`src/rtl/tri_raster.sv`:
```
`default_nettype none
// ============================================================================
// Module   : tri_raster
// Purpose  : Scans the bounding box of a triangle in row-major order and
//            emits every box point that lies inside the triangle, using
//            three exact-width edge functions (boundary points included).
// Ports    : clk, rst_n (async active-low)
//            p1X/p1Y, p2X/p2Y, p3X/p3Y [W]  vertices, sampled on acceptance
//            in_valid / in_ready            triangle handshake
//            out_x/out_y [W], out_valid     current inside pixel
//            out_ready                      pixel consumer handshake
//            done                           one-cycle pulse at scan end
//            pix_count [2W+1]               pixels emitted for last triangle
// Options  : TRI_RASTER_BACKFACE_EN - when defined, points with all three
//            edge values <= 0 are also inside (either winding rasterised).
// Revision : 1.0 - initial release
// ============================================================================
module tri_raster #(
    parameter int W = 12
) (
    input  logic           clk,
    input  logic           rst_n,
    input  logic [W-1:0]   p1X,
    input  logic [W-1:0]   p1Y,
    input  logic [W-1:0]   p2X,
    input  logic [W-1:0]   p2Y,
    input  logic [W-1:0]   p3X,
    input  logic [W-1:0]   p3Y,
    input  logic           in_valid,
    output logic           in_ready,
    output logic [W-1:0]   out_x,
    output logic [W-1:0]   out_y,
    output logic           out_valid,
    input  logic           out_ready,
    output logic           done,
    output logic [2*W:0]   pix_count
);

    typedef enum logic [1:0] {
        IDLE = 2'd0,
        BBOX = 2'd1,
        SCAN = 2'd2,
        DONE = 2'd3
    } state_t;

    state_t r_state;
    state_t w_next_state;

    logic [W-1:0] r_v1x, r_v1y, r_v2x, r_v2y, r_v3x, r_v3y;
    logic [W-1:0] r_xmin, r_xmax, r_ymin, r_ymax;
    logic [W-1:0] r_cur_x, r_cur_y;
    logic [2*W:0] r_pix_count;

    logic [W-1:0] w_xmin, w_xmax, w_ymin, w_ymax;
    logic signed [2*W+2:0] w_e12, w_e23, w_e31;
    logic         w_inside;
    logic         w_advance;
    logic         w_last;
    logic         w_accept;

    // ------------------------------------------------------------------------
    // Helpers
    // ------------------------------------------------------------------------
    function automatic logic [W-1:0] min3(input logic [W-1:0] a,
                                          input logic [W-1:0] b,
                                          input logic [W-1:0] c);
        logic [W-1:0] m;
        m = (a < b) ? a : b;
        return (c < m) ? c : m;
    endfunction

    function automatic logic [W-1:0] max3(input logic [W-1:0] a,
                                          input logic [W-1:0] b,
                                          input logic [W-1:0] c);
        logic [W-1:0] m;
        m = (a > b) ? a : b;
        return (c > m) ? c : m;
    endfunction

    // E = (Tx-bx)*(ay-by) - (ax-bx)*(Ty-by). Differences are W+1 bits signed,
    // products 2W+2 bits, and the final subtraction gets one more bit so the
    // full range of unsigned W-bit coordinates never wraps.
    function automatic logic signed [2*W+2:0] edge_val(
        input logic [W-1:0] tx, input logic [W-1:0] ty,
        input logic [W-1:0] ax, input logic [W-1:0] ay,
        input logic [W-1:0] bx, input logic [W-1:0] by);
        logic signed [W:0]     d_tx, d_ay, d_ax, d_ty;
        logic signed [2*W+1:0] m0, m1;
        d_tx = $signed({1'b0, tx}) - $signed({1'b0, bx});
        d_ay = $signed({1'b0, ay}) - $signed({1'b0, by});
        d_ax = $signed({1'b0, ax}) - $signed({1'b0, bx});
        d_ty = $signed({1'b0, ty}) - $signed({1'b0, by});
        m0 = d_tx * d_ay;
        m1 = d_ax * d_ty;
        return $signed({m0[2*W+1], m0}) - $signed({m1[2*W+1], m1});
    endfunction

    // ------------------------------------------------------------------------
    // Combinational datapath (all from registered state)
    // ------------------------------------------------------------------------
    assign w_xmin = min3(r_v1x, r_v2x, r_v3x);
    assign w_xmax = max3(r_v1x, r_v2x, r_v3x);
    assign w_ymin = min3(r_v1y, r_v2y, r_v3y);
    assign w_ymax = max3(r_v1y, r_v2y, r_v3y);

    assign w_e12 = edge_val(r_cur_x, r_cur_y, r_v1x, r_v1y, r_v2x, r_v2y);
    assign w_e23 = edge_val(r_cur_x, r_cur_y, r_v2x, r_v2y, r_v3x, r_v3y);
    assign w_e31 = edge_val(r_cur_x, r_cur_y, r_v3x, r_v3y, r_v1x, r_v1y);

`ifdef TRI_RASTER_BACKFACE_EN
    assign w_inside = (!w_e12[2*W+2] && !w_e23[2*W+2] && !w_e31[2*W+2]) ||
                      ((w_e12[2*W+2] || (w_e12 == '0)) &&
                       (w_e23[2*W+2] || (w_e23 == '0)) &&
                       (w_e31[2*W+2] || (w_e31 == '0)));
`else
    assign w_inside = !w_e12[2*W+2] && !w_e23[2*W+2] && !w_e31[2*W+2];
`endif

    assign in_ready  = (r_state == IDLE);
    assign done      = (r_state == DONE);
    assign out_valid = (r_state == SCAN) && w_inside;
    assign out_x     = r_cur_x;
    assign out_y     = r_cur_y;
    assign pix_count = r_pix_count;

    assign w_accept  = in_valid && (r_state == IDLE);
    // Outside points are skipped without waiting on the consumer.
    assign w_advance = (r_state == SCAN) && (!w_inside || out_ready);
    assign w_last    = (r_cur_x == r_xmax) && (r_cur_y == r_ymax);

    // ------------------------------------------------------------------------
    // FSM
    // ------------------------------------------------------------------------
    always_ff @(posedge clk or negedge rst_n) begin
        if (!rst_n) begin
            r_state <= IDLE;
        end else begin
            r_state <= w_next_state;
        end
    end

    always_comb begin
        w_next_state = r_state;
        case (r_state)
            IDLE:    if (in_valid) w_next_state = BBOX;
            BBOX:    w_next_state = SCAN;
            SCAN:    if (w_advance && w_last) w_next_state = DONE;
            DONE:    w_next_state = IDLE;
            default: w_next_state = IDLE;
        endcase
    end

    // ------------------------------------------------------------------------
    // Datapath registers
    // ------------------------------------------------------------------------
    always_ff @(posedge clk or negedge rst_n) begin
        if (!rst_n) begin
            r_v1x       <= '0;
            r_v1y       <= '0;
            r_v2x       <= '0;
            r_v2y       <= '0;
            r_v3x       <= '0;
            r_v3y       <= '0;
            r_xmin      <= '0;
            r_xmax      <= '0;
            r_ymin      <= '0;
            r_ymax      <= '0;
            r_cur_x     <= '0;
            r_cur_y     <= '0;
            r_pix_count <= '0;
        end else begin
            if (w_accept) begin
                r_v1x       <= p1X;
                r_v1y       <= p1Y;
                r_v2x       <= p2X;
                r_v2y       <= p2Y;
                r_v3x       <= p3X;
                r_v3y       <= p3Y;
                r_pix_count <= '0;
            end

            if (r_state == BBOX) begin
                r_xmin  <= w_xmin;
                r_xmax  <= w_xmax;
                r_ymin  <= w_ymin;
                r_ymax  <= w_ymax;
                r_cur_x <= w_xmin;
                r_cur_y <= w_ymin;
            end

            if (w_advance) begin
                if (r_cur_x == r_xmax) begin
                    r_cur_x <= r_xmin;
                    if (r_cur_y != r_ymax) begin
                        r_cur_y <= r_cur_y + 1'b1;
                    end
                end else begin
                    r_cur_x <= r_cur_x + 1'b1;
                end
            end

            if (out_valid && out_ready) begin
                r_pix_count <= r_pix_count + 1'b1;
            end
        end
    end

endmodule
`default_nettype wire

```
`config.mk`:
```
export PLATFORM = sky130hd
export DESIGN_NAME = tri_raster
export DESIGN_NICKNAME = d
export VERILOG_FILES = /design/src/rtl/tri_raster.sv
export SDC_FILE = /design/constraint.sdc
export NUM_CORES = 2
export LEC_CHECK = 0
export CAP_MARGIN = 15
export CORE_MARGIN = 2
export CORE_UTILIZATION = 49
export DETAILED_ROUTE_END_ITERATION = 10
export PLACE_DENSITY_LB_ADDON = 0.25
export SLEW_MARGIN = 20
export SYNTH_ARGS = -nofsm -noshare
export SYNTH_HDL_FRONTEND = slang
export SYNTH_SLANG_ARGS = --single-unit
```
`constraint.sdc`:
```
create_clock -name clk -period 9.5 [get_ports clk]
set_input_delay 0.95 -clock clk [delete_from_list [all_inputs] [get_ports clk]]
set_output_delay 0.95 -clock clk [all_outputs]
set_load 0.05 [all_outputs]
```
Yosys cells after proc, flatten, opt, wreduce, memory -nomap -nowiden
Cells that the tools add are included.
{ "word_totals": {"regBits": 159, "inputBits": 76, "output_inout_bits": 52, "word_cells": 90} }
{ "classes": {"add_sub_neg": 18, "mul": 6, "order_cmp": 8, "eq_ne": 8, "mux": 20, "reduce_logical": 17} }
{ "op_table": {"columns": ["cell", "n"], "rows": [
  ["12-bit 2-to-1 mux", 15],
  ["13-bit by 13-bit multiplier with 26-bit output", 6],
  ["12-bit by 12-bit subtractor with 13-bit output", 12],
  ["26-bit by 26-bit subtractor with 27-bit output", 3],
  ["25-bit 2-to-1 mux", 2],
  ["12-bit > comparator", 4],
  ["12-bit < comparator", 4],
  ["25-bit by 1-bit adder with 25-bit output, second input constant", 1],
  ["12-bit by 1-bit adder with 12-bit output, second input constant", 2],
  ["12-bit equality test", 2],
  ["12-bit inequality test", 1],
  ["1-bit logical AND", 8],
  ["2-bit one-hot mux with 4 select lines", 1],
  ["2-bit equality test, second input constant", 2],
  ["1-bit logical NOT", 4],
  ["2-bit 2-to-1 mux", 2],
  ["2-bit nonzero test", 2],
  ["2-bit by 1-bit equality test with 1-bit output, second input constant", 1],
  ["2-bit logical NOT", 1],
  ["2-bit by 1-bit inequality test with 1-bit output, second input constant", 1],
  ["2-bit inequality test, second input constant", 1],
  ["2-bit AND reduction", 1],
  ["1-bit logical OR", 1]
]} }

Logic depth before layout (Yosys ltp)
{ "depth": {"ltp_word": 12, "mapped_depth": 43, "ltp_nobuf": 39} }

Worst setup path before layout
OpenSTA, ideal clock, no wires.
{ "synth_path": {"path_kind": "reg-to-output", "start": "register r_cur_x[0] (netlist: out_x[0])", "end": "output port out_valid", "arrival_ns": 9.491, "t_required_ns": 8.550, "path_slack_ns": -0.941, "stages_incl_launch_ff": 38, "path_buffers": 0, "cell_sequence": "dfrtp_1 > inv_1 > ha_1 > inv_1 > fa_1 > a21o_1 > a21oi_1 > o21ai_0 > a21oi_1 > o21bai_1 > a21oi_1 > o21bai_1 > a21oi_1 > a21o_1 > nand2_1 > fa_1 > inv_1 > fa_1 > [2 not listed] > inv_1 > fa_1 > inv_1 > fa_1 > inv_1 > fa_1 > inv_1 > fa_1 > inv_1 > ha_1 > nand4_1 > nor3_1 > nand2_1 > a211oi_1 > nor4_1 > xnor2_1 > nand4_1 > nor2_1"} }
{ "synth_via": {"elab_chain_len": 7, "word_cells_on_any_way": 15, "cone_classes": "add/sub (6); mul (3); reduce/logical (6)"} }
{ "synth_lines": {"columns": ["element", "line", "text"], "rows": [
  ["start: declaration", "51", "logic [W-1:0] r_cur_x, r_cur_y;"],
  ["start signal: assignment", "187", "r_cur_x <= w_xmin;"],
  ["start signal: assignment", "193", "r_cur_x <= r_xmin;"],
  ["start signal: assignment", "198", "r_cur_x <= r_cur_x + 1'b1;"],
  ["12-bit by 12-bit subtractor with 13-bit output", "89", "d_tx = $signed({1'b0, tx}) - $signed({1'b0, bx});"],
  ["13-bit by 13-bit multiplier with 26-bit output", "93", "m0 = d_tx * d_ay;"],
  ["26-bit by 26-bit subtractor with 27-bit output", "95", "return $signed({m0[2*W+1], m0}) - $signed({m1[2*W+1], m1});"],
  ["1-bit logical NOT", "116", "assign w_inside = !w_e12[2*W+2] && !w_e23[2*W+2] && !w_e31[2*W+2];"],
  ["1-bit logical AND", "116", null],
  ["1-bit logical AND (*)", "116", null],
  ["1-bit logical AND (*)", "121", "assign out_valid = (r_state == SCAN) && w_inside;"],
  ["end: declaration", "33", "output logic out_valid,"]
]} }
Every way passes the cells marked *; elsewhere a longest branch is shown, timed or not.

Worst setup path after layout
{ "layout_path": {"start": "register r_v2y[0]", "end": "output port out_valid"} }
{ "layout_via": {"elab_chain_len": 7, "word_cells_on_any_way": 13, "cone_classes": "add/sub (5); mul (3); reduce/logical (5)"} }
{ "layout_lines": {"columns": ["element", "line", "text"], "rows": [
  ["start: declaration", "49", "logic [W-1:0] r_v1x, r_v1y, r_v2x, r_v2y, r_v3x, r_v3y;"],
  ["start signal: assignment", "176", "r_v2y <= p2Y;"],
  ["12-bit by 12-bit subtractor with 13-bit output (on tied branches)", "90, 92", null],
  ["13-bit by 13-bit multiplier with 26-bit output (on tied branches)", "93, 94", null],
  ["26-bit by 26-bit subtractor with 27-bit output", "95", null],
  ["1-bit logical NOT", "116", null],
  ["1-bit logical AND (*) (2 in a row)", "116", null],
  ["1-bit logical AND (*)", "121", null]
]} }
Marks and branches as above.

==> results by group <==
Drt
  – Total Wirelength: approximately 160,000 um
  – Routed length per instance: 20.12 um
  – Via count: 42.83k
  – Initial drt markers: 3,069
  – Final ANT Viol Nets: 0
  – Vias/cell: 5.306
  – Drt pass-1 iters: 6
  – DRC viols: 0

Run status
  – Status: complete, but fails checks
  – Failing checks: negative setup slack

Die
  – Total core area: approximately 110,000 sq um
  – Die Height: between 300 and 400 um
  – Die area: between 100,000 and 150,000 sq um
  – Initial Util: slightly below 50%
  – Overall die width: 335.6 um
  – I/O Pins: 128
  – Num rows: 121

STA
  – Final Hold Viols: 0
  – Fmax achieved: a little under 100 MHz
  – Final Max Tran Viols: 0
  – Endpoints failing setup: 4
  – Layout Skew: about 0.017 ns
  – Worst Tran Pin Value: roughly 1.2 ns
  – Final worst slack: -0.6116 ns
  – Unrepaired setup endpoints after global routing: yes
  – Clock period minus worst slack: just over 10 ns
  – Final worst-path cycle share: 106.4%
  – Relative slew slack: 17.79%

Final layout
  – Nets: 8,435
  – Number of flip-flops under the largest register name: 25
  – Area grow syn2layout: 17.98%
  – Share of cells above drive strength 1: 15.04%
  – Fin util: ~58%
  – Fill count: 9,604

Place
  – Post-DP HPWL: ~140,000 um
  – IO buf count: 127
  – Gpl congestion: 1.029

Yosys
  – Synth area leaders: fa_1 44%, ha_1 13%, inv_1 10%, dfrtp_1 7.4%, nand2_1 4.5%
  – Avg Inst Size Synth: about 8.9 sq um
  – Synth Instances: 6,021
  – Synth warn: 0
  – Yosys top cell area share: between 40% and 50%
  – Post-Syn Area: 53,870 sq um
  – Yosys cell types: 71
  – Post-synth EDFFs: 0
  – Post-synth top cells: 1,494 x inv_1, 1,173 x fa_1, 645 x nand2_1
  – Top-count cell post-synth: inv_1
  – Sequential-to-total area share from yosys stat: 7.387%
  – Ys flop type: dfrtp_1
  – Synth Net Count: 7,812
  – Async S/R FF share, synth: between 90% and 100%
  – Cell taking the most area after synthesis: fa_1
  – FF+latch count, synth: around 160

Worst setup path
  – CP startpoint kind: register
  – Critical Path Max Stage Delay: 0.56 ns
  – Crit Path Class: register to output pin
  – Crit end category: output pin
  – Critical Path Most Common Cell: fa_1
  – Worst EP arrival: 9.16 ns
  – CP max stage cell: fa_1
  – Critical Path RT: between 8 and 9 ns
  – Worst-path fanout max: 6

Clock network
  – Clk buf depth: 2
  – Root Buffer: clkbuf_16
  – Clock slew at reported path FFs: 0.08 ns
  – CTS Hold Bufs: 0
  – Worst-skew pair later-pin latency: 0.46 ns
  – Sink Count: 159
  – Htree depth: 4
  – CTS buffer count: 17
  – TritonCTS clock tree: done

GRT
  – Remaining Overflow, GRT: 0
  – Global Route Usage Sum: between 20% and 30%
  – Vias in the first global route: between 40k and 50k
  – First-pass GRT wire length: 254,400 um
  – Initial antenna violation count: 6
  – Largest net degree at the start of global routing: 109

Min path
  – Min-delay worst type: register to register

Run
  – Max Cap Viol: 0
## critical path: cells and delay by family (launching register included)
kind,cells,cell delay [ns]
fa+ha+maj,10,4.20
compound gates,11,1.84
buf+inv,11,1.07
simple gates,6,1.01
flops,1,0.41
xor+xnor,1,0.19
## layer usage
layer | up-vias | wire [um] | GRT usage (%)
li1 | 19300 | - | -
met1 | 21670 | 67350 | 40.48
met2 | 1567 | 75790 | 47.83
met3 | 278 | 13530 | 5.163
met4 | 6 | 5669 | 9.045
met5 | - | 31 | 0
## kinds of logic (layout without fill, tap and decap cells)
| family | after synthesis | after routing | synth area share [%] |
|---|---|---|---|
| buffers and inverters | 1648 | 2283 | 11.59 |
| DFF | 159 | 159 | 7.387 |
| adders and majority gates | 1715 | 1715 | 56.18 |
| xor gates and xnor gates | 229 | 229 | 3.737 |
| AOI/OAI and AO/OA | 572 | 572 | 6.541 |
| muxes | 61 | 61 | 1.164 |
| other | 0 | 1 | 0 |
| and+or+nand+nor | 1637 | 1637 | 13.39 |
## metrics by stage
stage                     cells  hold slack, ns  setup slack (ns)  TNS (ns)  area, sq um
after global routing       8070          0.5237           -0.8339    -8.426        63550
after floorplan            6021          0.4469          0.001236         0        53970
after CTS                  8007          0.4822           -0.6038   -0.6038        62020
final                      8071          0.4815           -0.6116   -0.6472        63550
after global placement     7950          0.4614           -0.3442    -1.887        60880
after detailed placement   7950          0.4639           -0.4795    -7.618        60880
## cell type report
cell class / instances / area [sq um] / area share (%)
tap: 1414 / 1769 / 2.784
clock inverter: 13 / 178.9 / 0.2815
clock buffer: 18 / 439.2 / 0.6911
sequential: 159 / 3984 / 6.269
timing repair buffer: 758 / 6646 / 10.46
inverter: 1494 / 5614 / 8.834
antenna: 1 / 2.502 / 0.003938
multi-input combinational: 4214 / 44920 / 70.68
## cell usage in the layout (no fill, tap or decap), drive strengths merged, types with 12 or more instances in the layout
cell,count
nor3,41
nand2,645
nor2,536
fa,1173
nand3,43
a21boi,17
mux2,13
nand4,21
a21oi,148
inv,1499
o21bai,15
a21o,72
clkdlybuf4s50,125
xnor2,148
a32oi,13
xor2,81
and2,82
o21ai,209
clkbuf,23
ha,542
nor4,16
or2,31
a31oi,12
or3,25
buf,628
mux2i,48
dfrtp,159
o211ai,14
and3,20
a211oi,18
nand2b,99
nor2b,64
## final timing paths
check / end / cells after the start / slack [ns] / startpoint
min in group asynchronous: pix_count[1] / 1 / 0.49 / rst_n
setup / recovery: out_valid / 39 / -0.61 / r_v2y[0]
hold reg to reg: r_xmin[10] / 2 / 0.48 / r_xmin[10]
hold / removal: r_xmin[10] / 2 / 0.48 / r_xmin[10]
setup reg to reg: pix_count[16] / 43 / -0.02 / r_v2y[0]
max in group asynchronous: out_x[1] / 3 / 7.12 / rst_n
## timing repair
item                       4_1_cts  5_1_grt
buffers inserted                25       58
gates cloned                     2        6
setup endpoints to repair       52       52
gates resized for setup         94      271
pin swaps                       58      191
Power is left out: the tool's default activity adds up to more than one toggle a clock period on the data nets, which glitch-free logic cannot reach.
